File: src/rtl/noc_port_arbiter_if.sv
// Handshake bundle between requesters/downstream credit logic and the output-port arbiter.
// The master drives requests and credit returns. The slave (the arbiter) drives grants and status.
interface noc_port_arbiter_if #(
  parameter int NREQ = 5
);
  logic [NREQ-1:0] req;
  logic [NREQ-1:0] tail;
  logic            credit_ret;
  logic [NREQ-1:0] gnt;
  logic [2:0]      owner;
  logic            busy;
  logic [2:0]      credit_cnt;
  logic            err;

  modport master (
    output req, tail, credit_ret,
    input  gnt, owner, busy, credit_cnt, err
  );

  modport slave (
    input  req, tail, credit_ret,
    output gnt, owner, busy, credit_cnt, err
  );
endinterface

File: src/rtl/noc_port_arbiter.sv
// Credit-based, packet-locked, round-robin arbiter for one NoC output port.
// An owner is chosen in IDLE. The port stays locked to that owner until its tail flit transfers.
module noc_port_arbiter #(
  parameter int NREQ    = 5,
  parameter int CREDITS = 4
) (
  input  logic              clk,
  input  logic              rst_n,
  noc_port_arbiter_if.slave port_if
);
  typedef enum logic {IDLE, BUSY} state_e;

  localparam logic [2:0] LAST_RST = 3'(NREQ - 1);
  localparam logic [2:0] CRED_MAX = 3'(CREDITS);

  state_e          state_q;
  logic [2:0]      owner_q;
  logic [2:0]      last_q;
  logic [2:0]      credit_q, credit_d;
  logic            err_q, err_d;

  logic [NREQ-1:0] gnt_w;
  logic            credit_nz;
  logic            fire;
  logic            tail_own;
  logic            pick_vld;
  logic [2:0]      pick_idx;
  logic [2:0]      cand;

  assign credit_nz = (credit_q != 3'd0);

  // Grant is combinational on the owner's live request, so a bubble or credit stall costs no cycle.
  for (genvar gi = 0; gi < NREQ; gi++) begin : g_gnt
    localparam logic [2:0] IDX = 3'(gi);
    assign gnt_w[gi] = (state_q == BUSY) && (owner_q == IDX) && port_if.req[gi] && credit_nz;
  end

  assign fire     = |gnt_w;
  assign tail_own = port_if.tail[owner_q];

  // Scan from the farthest candidate back to last+1, so the nearest requester is written last and wins.
  always_comb begin
    pick_vld = 1'b0;
    pick_idx = '0;
    cand     = '0;
    for (int k = NREQ; k >= 1; k--) begin
      cand = 3'((int'(last_q) + k) % NREQ);
      if (port_if.req[cand]) begin
        pick_vld = 1'b1;
        pick_idx = cand;
      end
    end
  end

  always_comb begin
    credit_d = credit_q;
    err_d    = err_q;
    if (fire && !port_if.credit_ret) begin
      credit_d = credit_q - 3'd1;
    end else if (!fire && port_if.credit_ret) begin
      if (credit_q == CRED_MAX) begin
        err_d = 1'b1;
      end else begin
        credit_d = credit_q + 3'd1;
      end
    end
  end

  always_ff @(posedge clk or negedge rst_n) begin
    if (!rst_n) begin
      state_q  <= IDLE;
      owner_q  <= '0;
      last_q   <= LAST_RST;
      credit_q <= CRED_MAX;
      err_q    <= 1'b0;
    end else begin
      credit_q <= credit_d;
      err_q    <= err_d;
      case (state_q)
        IDLE: begin
          if (pick_vld && credit_nz) begin
            owner_q <= pick_idx;
            state_q <= BUSY;
          end
        end
        BUSY: begin
          if (fire && tail_own) begin
            last_q  <= owner_q;
            state_q <= IDLE;
          end
        end
        default: state_q <= IDLE;
      endcase
    end
  end

  assign port_if.gnt        = gnt_w;
  assign port_if.owner      = owner_q;
  assign port_if.busy       = (state_q == BUSY);
  assign port_if.credit_cnt = credit_q;
  assign port_if.err        = err_q;
endmodule

File: src/flat_wrapper.sv
// flat-port wrapper written by rule: the top's interface ports become plain ports
module noc_port_arbiter_flat 
#(
  parameter int NREQ    = 5,
  parameter int CREDITS = 4
)
  (clk, rst_n, port_if_req, port_if_tail, port_if_credit_ret, port_if_gnt, port_if_owner, port_if_busy, port_if_credit_cnt, port_if_err);
  noc_port_arbiter_if #(.NREQ(NREQ)) port_if_i ();
  input  logic clk;
  input  logic rst_n;
  input wire logic [$bits(port_if_i.req)-1:0] port_if_req;
  input wire logic [$bits(port_if_i.tail)-1:0] port_if_tail;
  input wire logic [$bits(port_if_i.credit_ret)-1:0] port_if_credit_ret;
  output wire logic [$bits(port_if_i.gnt)-1:0] port_if_gnt;
  output wire logic [$bits(port_if_i.owner)-1:0] port_if_owner;
  output wire logic [$bits(port_if_i.busy)-1:0] port_if_busy;
  output wire logic [$bits(port_if_i.credit_cnt)-1:0] port_if_credit_cnt;
  output wire logic [$bits(port_if_i.err)-1:0] port_if_err;
  assign port_if_i.req = port_if_req;
  assign port_if_i.tail = port_if_tail;
  assign port_if_i.credit_ret = port_if_credit_ret;
  assign port_if_gnt = port_if_i.gnt;
  assign port_if_owner = port_if_i.owner;
  assign port_if_busy = port_if_i.busy;
  assign port_if_credit_cnt = port_if_i.credit_cnt;
  assign port_if_err = port_if_i.err;
  noc_port_arbiter #(.NREQ(NREQ), .CREDITS(CREDITS)) u_core (.clk(clk), .rst_n(rst_n), .port_if(port_if_i));
endmodule
File: config.mk
export PLATFORM = sky130hd
export DESIGN_NAME = noc_port_arbiter_flat
export DESIGN_NICKNAME = d
export VERILOG_FILES = /design/src/rtl/noc_port_arbiter_if.sv /design/src/rtl/noc_port_arbiter.sv /design/src/flat_wrapper.sv
export SDC_FILE = /design/constraint.sdc
export NUM_CORES = 1
export LEC_CHECK = 0
export BUFFER_PORTS_ARGS = -buffer_cell sky130_fd_sc_hd__buf_4
export CAP_MARGIN = 10
export CORE_MARGIN = 2
export CORE_UTILIZATION = 65
export DETAILED_ROUTE_END_ITERATION = 7
export GPL_TIMING_DRIVEN = 0
export PLACE_DENSITY = 0.92
export SLEW_MARGIN = 20
export SYNTH_ARGS = -nofsm -noshare
export SYNTH_HDL_FRONTEND = slang
export SYNTH_SLANG_ARGS = --single-unit
export TNS_END_PERCENT = 10
File: constraint.sdc
create_clock -name clk -period 5.55 [get_ports clk]
set_input_delay 0 -clock clk [delete_from_list [all_inputs] [get_ports clk]]
set_output_delay 0 -clock clk [all_outputs]
set_load 0.01 [all_outputs]
* After elaboration in Yosys (flattened, before gate mapping)
Cells that the tools add are included.
Word-level totals: register bits after elaboration 11, input port bits 13
Cells by class: $add $sub $neg 7, div/mod/pow operators 5, magnitude comparators 6, equality and inequality tests 6, muxes and demuxes 28, bitwise gates (word level) 2, reductions and logical operators 29
Operators with widths (number):
- 32-bit by 4-bit modulo with 32-bit output, second input constant | 5
- 3-bit by 4-bit less-than comparator with 1-bit output, second input constant | 6
- 3-bit 2-to-1 mux | 8
- 1-bit logical AND | 19
- 1-bit binary-select mux with 3-bit select | 6
- 1-bit 2-to-1 mux | 13
- 3-bit by 2-bit adder with 4-bit output, second input constant | 2
- 3-bit by 3-bit adder with 4-bit output, second input constant | 2
- 3-bit by 2-bit == test with 1-bit output, second input constant | 2
- 3-bit == test, second input constant | 2
- 2-bit AND reduction | 3
- 5-bit OR reduction | 1
- 3-bit by 1-bit adder with 4-bit output, second input constant | 1
- 3-bit by 1-bit adder with 3-bit output, second input constant | 1
- 3-bit by 1-bit == test with 1-bit output, second input constant | 1
- 3-bit logical NOT | 1
- 3-bit AND reduction | 1
- 3-bit nonzero test | 1
- 3-bit by 1-bit subtractor with 3-bit output, second input constant | 1
- 1-bit logical NOT | 2
- 2-bit by 1-bit != test with 1-bit output, second input constant | 1
- 1-bit inverter | 2
- 1-bit one-hot mux with 2 select lines | 1
- 2-bit nonzero test | 1

* Longest topological paths before layout
Gate-level depths: netlist of the first run.
word-level depth 12, mapped depth 17, depth with buffers taken out 16

* Least setup slack after synthesis of the first run
OpenSTA, ideal clock, no wires.
path type register -> register, start reg u_core.last_q[1], end reg u_core.owner_q[1] (netlist: u_core.port_if.owner[1]), setup time 0.080 ns, arrival time 3.725 ns, data required time 5.470 ns, path slack 1.745 ns, cell stages (with the launch flop) 17, path buffers 0, period minus slack after synthesis 3.805 ns, cells stage by stage dfrtp_1 -> ha_1 -> xor2_4 -> ha_1 -> nor3b_1 -> a22oi_1 -> and2_1 -> ha_1 -> inv_1 -> o221ai_1 -> o21ai_1 -> or4b_1 -> and4b_1 -> o21ba_2 -> a41oi_4 -> o21ai_1 -> o22ai_2
Between the ends: word-level cells in the longest chain between the ends 11
RTL lines:
- start: declaration | line noc_port_arbiter.sv:18 | logic [2:0] last_q;
- start signal: assignment | line noc_port_arbiter.sv:88 | last_q <= owner_q;
- 3-bit by 3-bit adder with 4-bit output | line noc_port_arbiter.sv:47 | cand = 3'((int'(last_q) + k) % NREQ);
- 32-bit by 4-bit modulo with 32-bit output | line noc_port_arbiter.sv:47
- 1-bit binary-select mux with 3-bit select | line noc_port_arbiter.sv:48 | if (port_if.req[cand]) begin
- 1-bit 2-to-1 mux (not written as such) | line noc_port_arbiter.sv:48
- 1-bit 2-to-1 mux (5 in series) | line noc_port_arbiter.sv:48
- 1-bit logical AND | line noc_port_arbiter.sv:81 | if (pick_vld && credit_nz) begin
- 2-bit AND reduction (no line)
- end signal: assignment | line noc_port_arbiter.sv:82 | owner_q <= pick_idx;
- end: declaration | line noc_port_arbiter.sv:17 | logic [2:0] owner_q;
Parallel ways exist; a longest one is shown, timed or not. The select of a mux whose other input is x is not followed. A chain may end at the register's enable or synchronous reset.

* Final worst setup path of the first run
start reg u_core.last_q[0], end reg u_core.owner_q[2] (netlist: u_core.port_if.owner[2])
Same word-level chain as after synthesis.

==> results of run 1 <==
==> registers in the layout, summed over array words and instances, names as in the netlist <==
register / flops
u_core.port_if.owner: 3
u_core.last_q: 3
u_core.port_if.credit_cnt: 3
u_core.port_if.busy: 1
u_core.port_if.err: 1
==> critical path, cell delays in order, from the launching register on <==
cell and delay (ns):
dfrtp_1 0.45, buf_2 0.25, inv_2 0.16, ha_1 0.36, buf_2 0.23, clkbuf_1 0.39
nand2_1 0.11, ha_1 0.29, nor2b_1 0.18, o21ai_1 0.14, a21oi_1 0.19, mux2_2 0.41
mux4_2 0.35, nand2_1 0.15, a32o_1 0.27, a211oi_1 0.27, o22ai_1 0.12
==> cells in the final DEF (no fill, tap or decap), types with 4 or more instances in the layout <==
cell type	synthesis	routed
clkbuf_1	8	9
nand2_1	36	36
mux4_2	5	5
mux2i_1	17	17
a31oi_1	4	4
o21ai_0	16	16
nor3_1	4	4
nand3_1	7	7
buf_4	1	23
mux2_2	6	6
nor2_1	17	17
a21oi_2	4	4
xnor2_1	5	5
inv_1	19	19
ha_1	26	26
dfrtp_1	9	9
a21oi_1	19	19
nor2b_1	5	5
nor3b_1	4	4
==> cell families (layout without fill, tap and decap cells) <==
kind of cell | count (synthesis) | in the layout | share of synthesized area [%]
mux | 28 | 28 | 14.59
fa+ha+maj | 27 | 27 | 14.38
flops | 11 | 11 | 11.57
xor+xnor | 11 | 11 | 5.420
simple gates | 93 | 93 | 18.81
buf+inv | 38 | 65 | 6.618
compound gates | 94 | 94 | 28.61
==> stage by stage <==
stage / utilization, % / setup slack, ns / instance area [sq um]
final: 74.36 / 1.078 / 2681
after CTS: 74.36 / 1.164 / 2681
after detailed placement: 72.83 / 1.205 / 2626
after global routing: 74.36 / 0.8114 / 2681
after global placement: 72.83 / 1.238 / 2626
after floorplan: - / 1.745 / 2401
==> cells in the mapped netlist, types with 3 or more instances <==
library cell	n	area share [%]
nor2b_1	5	1.3
o21bai_1	3	0.94
nand3_1	7	1.5
mux2_2	6	2.8
o21ai_1	3	0.63
o211ai_1	3	0.94
nor2_1	17	2.7
nand2b_1	3	0.78
xor2_1	3	1.1
ha_1	26	14
a31oi_1	4	1.0
o31ai_1	3	0.94
nor3_1	4	0.83
a21oi_1	19	4.0
a21o_1	3	0.94
a211oi_1	3	0.94
o21ai_0	16	3.3
xnor2_1	5	1.8
inv_2	3	0.47
a211o_1	3	1.1
nand2_1	36	5.6
a22oi_1	3	0.94
clkbuf_1	8	1.3
dfrtp_1	9	9.4
nor3b_1	4	1.3
a21oi_2	4	1.5
inv_1	19	3.0
and3_1	3	0.78
mux2i_1	17	7.1
buf_1	3	0.47
mux4_2	5	4.7
==> layer usage <==
layer / global-route usage (%) / vias up
met5: 0 / -
met3: 3.646 / 4
met2: 50.00 / 101
met1: 39.52 / 1129
li1: - / 1179
met4: 4.787 / 0
==> cell type report <==
type / count / area [sq um] / area share (%)
repair buffers: 23 / 175.2 / 6.533
multi-input cells: 253 / 1964 / 73.26
plain buffers: 15 / 70.07 / 2.613
flip-flops and latches: 11 / 277.8 / 10.36
well taps: 48 / 60.06 / 2.240
inverters: 23 / 88.84 / 3.313
clock buffers: 4 / 45.04 / 1.680
==> path summary, 6_finish.rpt <==
kind	start	endpoint	slack, ns	cells past startpoint
hold reg to reg	u_core.port_if.err$_DFFE_PN0P_	u_core.port_if.err$_DFFE_PN0P_	0.48	1
hold / removal	rst_n	u_core.last_q[0]$_DFFE_PN0P_	0.15	2
setup / recovery	u_core.last_q[0]$_DFFE_PN0P_	u_core.port_if.owner[2]$_DFFE_PN0P_	1.08	16
max in group asynchronous	rst_n	u_core.port_if.credit_cnt[2]$_DFFE_PN1P_	5.18	2
setup reg to reg	u_core.last_q[0]$_DFFE_PN0P_	u_core.port_if.owner[2]$_DFFE_PN0P_	1.08	16
min in group clk	port_if_credit_ret	u_core.port_if.err$_DFFE_PN0P_	0.19	3
==> results.sh, run 1 <==
export IMPL_crit_path_start_kind="flop"
export IMPL_n_antenna_cell=0
export IMPL_period_needed_ns=4.472
export IMPL_hold_slack_ns=0.1466
export IMPL_cts_root_buf="clkbuf_8"
export IMPL_place_inst=372
export IMPL_htreeDepth=1
export IMPL_syn_to_final_growth_pct=11.67
export IMPL_critPathMaxFanout=13
export IMPL_clock_sinks=11
export IMPL_path_class="reg2reg"
export IMPL_yosys_warnings=0
export IMPL_clkTransAtPathRegs_ns=0.05
export IMPL_wl_per_cell_um=15.59
export IMPL_die_x_um=64.78
export IMPL_synth_area_per_cell_sq_um=7.951
export IMPL_place_hpwl_um=4508
export IMPL_numCtsBuffers=3
export IMPL_synthArstFlopShare_pct=100.0
export IMPL_cp_end_kind="flop"
export IMPL_met2WireLength_um=2821
export IMPL_ctsHoldBuffers=1
export IMPL_drt_wl_total_um=5878
export IMPL_synth_ff_type="dfrtp_1"
export IMPL_remaining_drc_errors=0
export IMPL_synth_edff_count=0
export IMPL_dieArea_sq_um=4196
export IMPL_antenna_found_initial=0
export IMPL_dr_wl_met3_um=435
export IMPL_rsz0062_at_grt="no"
export IMPL_synth_seq_cells=11
export IMPL_drive_gt1_share_pct=19.15
export IMPL_rows=22
export IMPL_drtIter0Drc=201
export IMPL_clk_latency_ns=0.24
export IMPL_port_buffers=22
export IMPL_yosysUniqueCellTypes=72
export IMPL_fill_cells=255
export IMPL_post_cts_buffers=0
export IMPL_dr_pass1_iters=5
export IMPL_grt_first_pass_wirelength_um=9784
export IMPL_cts_tree="built"
export IMPL_vias_per_cell=6.401
export IMPL_synthesis_area_sq_um=2401
export IMPL_arrival_ns=4.58
export IMPL_vias=2413
export IMPL_cp_data_required_time_ns=5.66
export IMPL_place_congestion=0.9074
export IMPL_ctsLongestPathBuffers=2
export IMPL_start_util_pct=66.59
export IMPL_period_share_pct=80.58
export IMPL_io_pins=26
export IMPL_ant_nets=0
export IMPL_drv_cap=0
export IMPL_hold_violations=0
export IMPL_fin_skew_ns=0.001917
export IMPL_grt_pass1_vias=2181
export IMPL_drv_slew=0
export IMPL_gr_usage_all_layers_pct=29.03
export IMPL_cts_resized=0
export IMPL_fin_nets=370
export IMPL_run_status="completed"
export IMPL_fin_setup_tns_ns=0
export IMPL_syn_nets=342
export IMPL_syn_instance_count=302
export IMPL_hold_path_class="in2async"
export IMPL_relSlewSlack_pct=61.68
export IMPL_grt_max_degree=14
export IMPL_wl_met1_um=2596
export IMPL_top_layer="met4"
export IMPL_final_cells=377
export IMPL_finalSetupViolations=0
export IMPL_clock_fmax_mhz=223.6
export IMPL_ys_seq_area_share_pct=11.57
export IMPL_die_height_um=64.78
export IMPL_core_area_sq_um=3606
export IMPL_overflow=0
export IMPL_worst_slew_pin_slew_ns=0.5707
Power of run 1 is left out: the tool's default activity adds up to more than one toggle a clock period on the data nets, which glitch-free logic cannot reach.
==> inputs of run 2 (changes only) <==
Settings changed: ABC_AREA set to 1, CORE_UTILIZATION 65 to 60, PLACE_DENSITY 0.92 to 0.87.
Clock period 5.55 ns to 4.44 ns, I/O delays scaled along.
==> run 2 against run 1 <==
Against the previous run:
- via count fell by 3.1%
- clock-buffer cell count did not move
- die area rose by 1.2%
- synthesized cell count rose by 19%
- fmax rose by 16%
- clock skew rose by 0.0053 ns
- non-clock buffer count fell by 6
- wire length fell by 12%
- hold slack got worse by 0.033 ns
- critical path depth rose by 8
- first-iteration DRC count fell by 15%
- largest cell class unchanged
- highest routed layer unchanged
==> results.sh, run 2 <==
export IMPL_cp_cell_sequence="buf_2 -> inv_1 -> ha_1 -> ha_1 -> inv_1 -> nand4_1 -> nand2_1 -> xor2_1 -> ha_1 -> inv_1 -> or2_2 -> nand3_2 -> nand2_1 -> nand2_1 -> nand2_1 -> nand2_1 -> nand3_1 -> nand3_1 -> nand3_1 -> nand3b_4 -> nand2_4 -> nor2_1 -> nand2_1 -> nand2_1"
export IMPL_worst_slew_pin_slew_ns=0.4391
export IMPL_wl_per_cell_um=11.87
export IMPL_htreeDepth=1
export IMPL_vias_per_cell=5.338
export IMPL_placed_cell_area_sq_um=2492
export IMPL_fin_area_sq_um=2547
export IMPL_synth_most_common_cell="nand2_1"
export IMPL_synth_seq_cells=11
export IMPL_synthesis_area_sq_um=2245
export IMPL_die_height_um=65.17
export IMPL_n_antenna_cell=0
export IMPL_final_common_cell="nand2_1"
export IMPL_crit_slowest_cell="dfrtp_1"
export IMPL_met3_usage_pct=1.370
export IMPL_cp_data_required_time_ns=4.57
export IMPL_drv_cap=0
export IMPL_vias=2338
export IMPL_crit_path_frequent_cell="nand2_1"
export IMPL_netlist_top_cells_count="nand2_1 (100), inv_1 (52), nand3_1 (41)"
export IMPL_dieArea_sq_um=4246
export IMPL_place_hpwl_um=4352
export IMPL_start_util_pct=61.78
export IMPL_core_area_sq_um=3633
export IMPL_syn_to_final_growth_pct=13.49
export IMPL_period_share_pct=86.95
export IMPL_hold_path_class="in2async"
export IMPL_relSlewSlack_pct=70.45
export IMPL_fin_ws_ns=0.5795
export IMPL_cts_root_buf="clkbuf_8"
export IMPL_clock_sinks=11
export IMPL_finalSetupViolations=0
export IMPL_grt_pass1_vias=2243
export IMPL_busiest_layer="met2"
export IMPL_ys_seq_area_share_pct=12.37
export IMPL_drive_gt1_share_pct=21.28
export IMPL_period_needed_ns=3.861
export IMPL_synth_area_per_cell_sq_um=6.235
export IMPL_drtIter0Drc=171
export IMPL_cp_end_kind="flop"
export IMPL_port_buffers=25
export IMPL_multi_input_area_sq_um=1705
export IMPL_yosysUniqueCellTypes=40
export IMPL_fill_cells=321
export IMPL_synthArstFlopShare_pct=100.0
export IMPL_drt_wl_total_um=5198
export IMPL_syn_instance_count=360
export IMPL_critPathMaxFanout=9
export IMPL_io_pins=26
export IMPL_ctsHoldBuffers=1
export IMPL_post_cts_buffers=0
export IMPL_timing_rr_start="u_core.last_q[0]$_DFFE_PN0P_"
export IMPL_clkTransAtPathRegs_ns=0.05
export IMPL_clk_latency_ns=0.25
export IMPL_post_place_ws_ns=0.6192
export IMPL_path_delay_family="simple AND/OR/NAND/NOR gates"
export IMPL_run_status="completed"
export IMPL_antenna_found_initial=0
export IMPL_path_class="reg2reg"
export IMPL_synth_edff_count=0
export IMPL_mostFrequentLayoutCells="nand2_1 (100), inv_1 (52), nand3_1 (41)"
export IMPL_gr_usage_all_layers_pct=26.56
export IMPL_fin_setup_tns_ns=0
export IMPL_cts_tree="built"
export IMPL_rows=22
export IMPL_ctsLongestPathBuffers=2
export IMPL_fin_nets=431
export IMPL_dr_pass1_iters=5
export IMPL_synth_ff_type="dfrtp_1"
export IMPL_place_congestion=0.8597
export IMPL_yosys_warnings=0
export IMPL_utilization_pct=70.11
export IMPL_synth_largest_area_cell="nand2_1"
export IMPL_ant_nets=0
export IMPL_numCtsBuffers=3
export IMPL_grt_max_degree=12
export IMPL_grt_use_met2_pct=50.13
export IMPL_crit_path_start_kind="flop"
export IMPL_remaining_drc_errors=0
export IMPL_cp_buffers_inverters=4
export IMPL_slowest_delay_ns=0.43
export IMPL_synth_top_area_share_pct=16.72
export IMPL_arrival_ns=3.99
export IMPL_grt_first_pass_wirelength_um=9066
export IMPL_synth_area_top_cells="nand2_1 (17%), ha_1 (14%), dfrtp_1 (10%)"
export IMPL_drv_slew=0
export IMPL_die_x_um=65.17
export IMPL_clock_fmax_mhz=259.0
export IMPL_overflow=0
export IMPL_rsz0062_at_grt="no"
export IMPL_fin_skew_ns=0.007201
export IMPL_syn_nets=400
export IMPL_setup_worst_path_start="u_core.last_q[0]$_DFFE_PN0P_"
export IMPL_ff_latch_area_sq_um=277.8
export IMPL_gr_usage_met1_pct=30.69
export IMPL_hold_violations=0
export IMPL_cts_resized=0
[run 2: stage by stage]
| stage | hold WS (ns) | instances |
|---|---|---|
| final | 0.1132 | 438 |
| after detailed placement | -0.1565 | 433 |
| after CTS | 0.1226 | 438 |
| after global routing | 0.1424 | 438 |
| after global placement | -0.1599 | 433 |
| after floorplan | -0.2956 | 360 |
[run 2: cell type report]
type / count / area share, %
multi-input combinational: 283 / 66.95
sequential: 11 / 10.90
inverter: 60 / 8.939
timing repair buffer: 26 / 7.760
tap: 48 / 2.358
clock buffer: 4 / 1.768
buffer: 6 / 1.326
[run 2: metal layers]
| layer | routed length [um] | vias up |
|---|---|---|
| met5 | 0 | - |
| met4 | 80 | 0 |
| met3 | 233 | 9 |
| met2 | 2623 | 67 |
| met1 | 2260 | 1054 |
| li1 | - | 1208 |
[run 2: worst paths after layout]
kind	cells after the start	slack, ns	end
worst max-delay path	24	0.58	u_core.port_if.owner[0]$_DFFE_PN0P_
worst min-delay path	2	0.11	u_core.port_if.owner[2]$_DFFE_PN0P_
worst max register to register	24	0.58	u_core.port_if.owner[0]$_DFFE_PN0P_
worst min register to register	1	0.51	u_core.port_if.err$_DFFE_PN0P_
max in group asynchronous	2	4.09	u_core.last_q[2]$_DFFE_PN1P_
min in group clk	3	0.16	u_core.port_if.err$_DFFE_PN0P_
[run 2: cells by family after synthesis]
| kind of cell | after synthesis | share of synthesized area, % |
|---|---|---|
| flops | 11 | 12.37 |
| simple gates | 210 | 46.27 |
| xor+xnor | 10 | 3.902 |
| buf+inv | 66 | 11.65 |
| compound gates | 36 | 10.42 |
| fa+ha+maj | 27 | 15.38 |
[run 2: worst register-to-register path: stages (launching register included)]
cell and delay [ns]:
dfrtp_1 0.43, buf_2 0.19, inv_1 0.27, ha_1 0.33
ha_1 0.22, inv_1 0.05, nand4_1 0.11, nand2_1 0.13
xor2_1 0.26, ha_1 0.20, inv_1 0.06, or2_2 0.28
nand3_2 0.11, nand2_1 0.09, nand2_1 0.11, nand2_1 0.10
nand2_1 0.07, nand3_1 0.06, nand3_1 0.09, nand3_1 0.12
nand3b_4 0.20, nand2_4 0.10, nor2_1 0.05, nand2_1 0.08
nand2_1 0.06
Power of run 2 is left out for the same reason.
==> inputs of run 3 (changes only) <==
Settings changed: CELL_PAD_IN_SITES_DETAIL_PLACEMENT set to 1, CELL_PAD_IN_SITES_GLOBAL_PLACEMENT set to 2, CORE_UTILIZATION 60 to 32, PLACE_DENSITY 0.87 to 0.86.
==> run 3 against run 2 <==
Against the previous run:
- core utilization shrank 32 points
- die area increased by 81%
- register-to-register slack worse by 0.11 ns
- setup slack got worse by 0.11 ns
- cell count is 11% higher
- global-route usage shrank 8.6 points
- flip-flop and latch count unchanged
==> results.sh, run 3 (same netlist as run 2, synthesis figures left out) <==
export IMPL_run_status="completed"
export IMPL_core_area_sq_um=6794
export IMPL_fin_nets=431
export IMPL_crit_path_start_kind="flop"
export IMPL_hold_violations=0
export IMPL_place_hpwl_um=5525
export IMPL_place_congestion=0.8263
export IMPL_cts_root_buf="clkbuf_8"
export IMPL_vias=2309
export IMPL_io_pins=26
export IMPL_ctsLongestPathBuffers=2
export IMPL_dr_pass1_iters=4
export IMPL_finalSetupViolations=0
export IMPL_start_util_pct=33.04
export IMPL_remaining_drc_errors=0
export IMPL_cts_tree="built"
export IMPL_overflow=0
export IMPL_worst_slew_pin_slew_ns=0.3920
export IMPL_drive_gt1_share_pct=21.54
export IMPL_dieArea_sq_um=7700
export IMPL_gr_usage_all_layers_pct=17.92
export IMPL_n_antenna_cell=0
export IMPL_fin_skew_ns=0.006500
export IMPL_period_needed_ns=3.972
export IMPL_grt_pass1_vias=2442
export IMPL_drv_slew=0
export IMPL_vias_per_cell=4.751
export IMPL_hold_path_class="in2async"
export IMPL_drv_cap=0
export IMPL_die_height_um=87.75
export IMPL_wl_per_cell_um=13.08
export IMPL_post_cts_buffers=0
export IMPL_clk_latency_ns=0.24
export IMPL_drt_wl_total_um=6358
export IMPL_drtIter0Drc=72
export IMPL_rows=30
export IMPL_arrival_ns=4.11
export IMPL_port_buffers=25
export IMPL_clkTransAtPathRegs_ns=0.05
export IMPL_final_common_cell="nand2_1"
export IMPL_period_share_pct=89.47
export IMPL_relSlewSlack_pct=73.63
export IMPL_syn_to_final_growth_pct=16.50
export IMPL_grt_max_degree=12
export IMPL_critPathMaxFanout=9
export IMPL_grt_first_pass_wirelength_um=11140
export IMPL_clock_fmax_mhz=251.7
export IMPL_htreeDepth=1
export IMPL_fin_setup_tns_ns=0
export IMPL_clock_sinks=11
export IMPL_cp_end_kind="flop"
export IMPL_ant_nets=0
export IMPL_antenna_found_initial=0
export IMPL_path_class="reg2reg"
export IMPL_cp_data_required_time_ns=4.57
export IMPL_numCtsBuffers=3
export IMPL_rsz0062_at_grt="no"
export IMPL_die_x_um=87.75
export IMPL_mostFrequentLayoutCells="nand2_1 (100), inv_1 (52), nand3_1 (41)"
## run 3: cell counts in the layout (fill, tap and decap cells not counted)
No cell type changed its count.
## run 3: final timing paths
| path | end | from | cells after the start | slack [ns] |
|---|---|---|---|---|
| min in group clk | u_core.port_if.err$_DFFE_PN0P_ | port_if_credit_ret | 3 | 0.15 |
| worst min-delay path | u_core.port_if.err$_DFFE_PN0P_ | rst_n | 2 | 0.13 |
| worst min register to register | u_core.port_if.err$_DFFE_PN0P_ | u_core.port_if.err$_DFFE_PN0P_ | 1 | 0.48 |
| worst max-delay path | u_core.port_if.owner[0]$_DFFE_PN0P_ | u_core.last_q[0]$_DFFE_PN0P_ | 24 | 0.47 |
| max in group asynchronous | u_core.last_q[2]$_DFFE_PN1P_ | rst_n | 2 | 4.07 |
| worst max register to register | u_core.port_if.owner[0]$_DFFE_PN0P_ | u_core.last_q[0]$_DFFE_PN0P_ | 24 | 0.47 |
## run 3: through the flow
| stage | utilization, % | hold WS (ns) | cells | instance area (sq um) | setup slack, ns |
|---|---|---|---|---|---|
| after CTS | 38.38 | 0.1299 | 486 | 2608 | 0.3717 |
| after global placement | 37.57 | -0.1553 | 481 | 2552 | 0.5090 |
| after detailed placement | 37.57 | -0.1496 | 481 | 2552 | 0.3968 |
| final | 38.49 | 0.1322 | 486 | 2615 | 0.4676 |
| after global routing | 38.49 | 0.1310 | 486 | 2615 | 0.07618 |
| after floorplan | - | -0.2956 | 360 | 2245 | 1.096 |
## run 3: final cells by class
cell class              instances  area (sq um)
inverters                      60         227.7
clock buffers                   4         45.04
repair buffers                 26         197.7
well taps                      96         120.1
multi-input cells             283          1713
fillers                       908          4179
flip-flops and latches         11         277.8
plain buffers                   6         33.78
## run 3: layer usage
metal | vias up | wire length, um | global-route usage (%)
li1 | 1203 | - | -
met1 | 1080 | 2969 | 22.54
met2 | 22 | 3222 | 33.54
met3 | 4 | 132 | 1.791
met4 | 0 | 34 | 2.517
met5 | - | 0 | 0
## run 3: worst max-delay path, cell delays in order, from the launching register on
cell and delay (ns):
dfrtp_1 0.44, buf_2 0.22, inv_1 0.19, ha_1 0.39, ha_1 0.23, inv_1 0.06
nand4_1 0.14, nand2_1 0.18, xor2_2 0.21, ha_1 0.18, inv_1 0.05, or2_2 0.28
nand3_2 0.11, nand2_1 0.10, nand2_1 0.12, nand2_1 0.12, nand2_1 0.08, nand3_1 0.06
nand3_1 0.11, nand3_1 0.13, nand3b_4 0.20, nand2_4 0.10, nor2_1 0.04, nand2_1 0.06
nand2_1 0.05
## run 3: repair_timing
item                                    in CTS  in global routing
endpoints found under the setup margin       0                  2
hold endpoints to repair                    11                  0
resized for setup                            0                  1
hold buffers                                 1                  0
Power of run 3 is left out for the same reason.
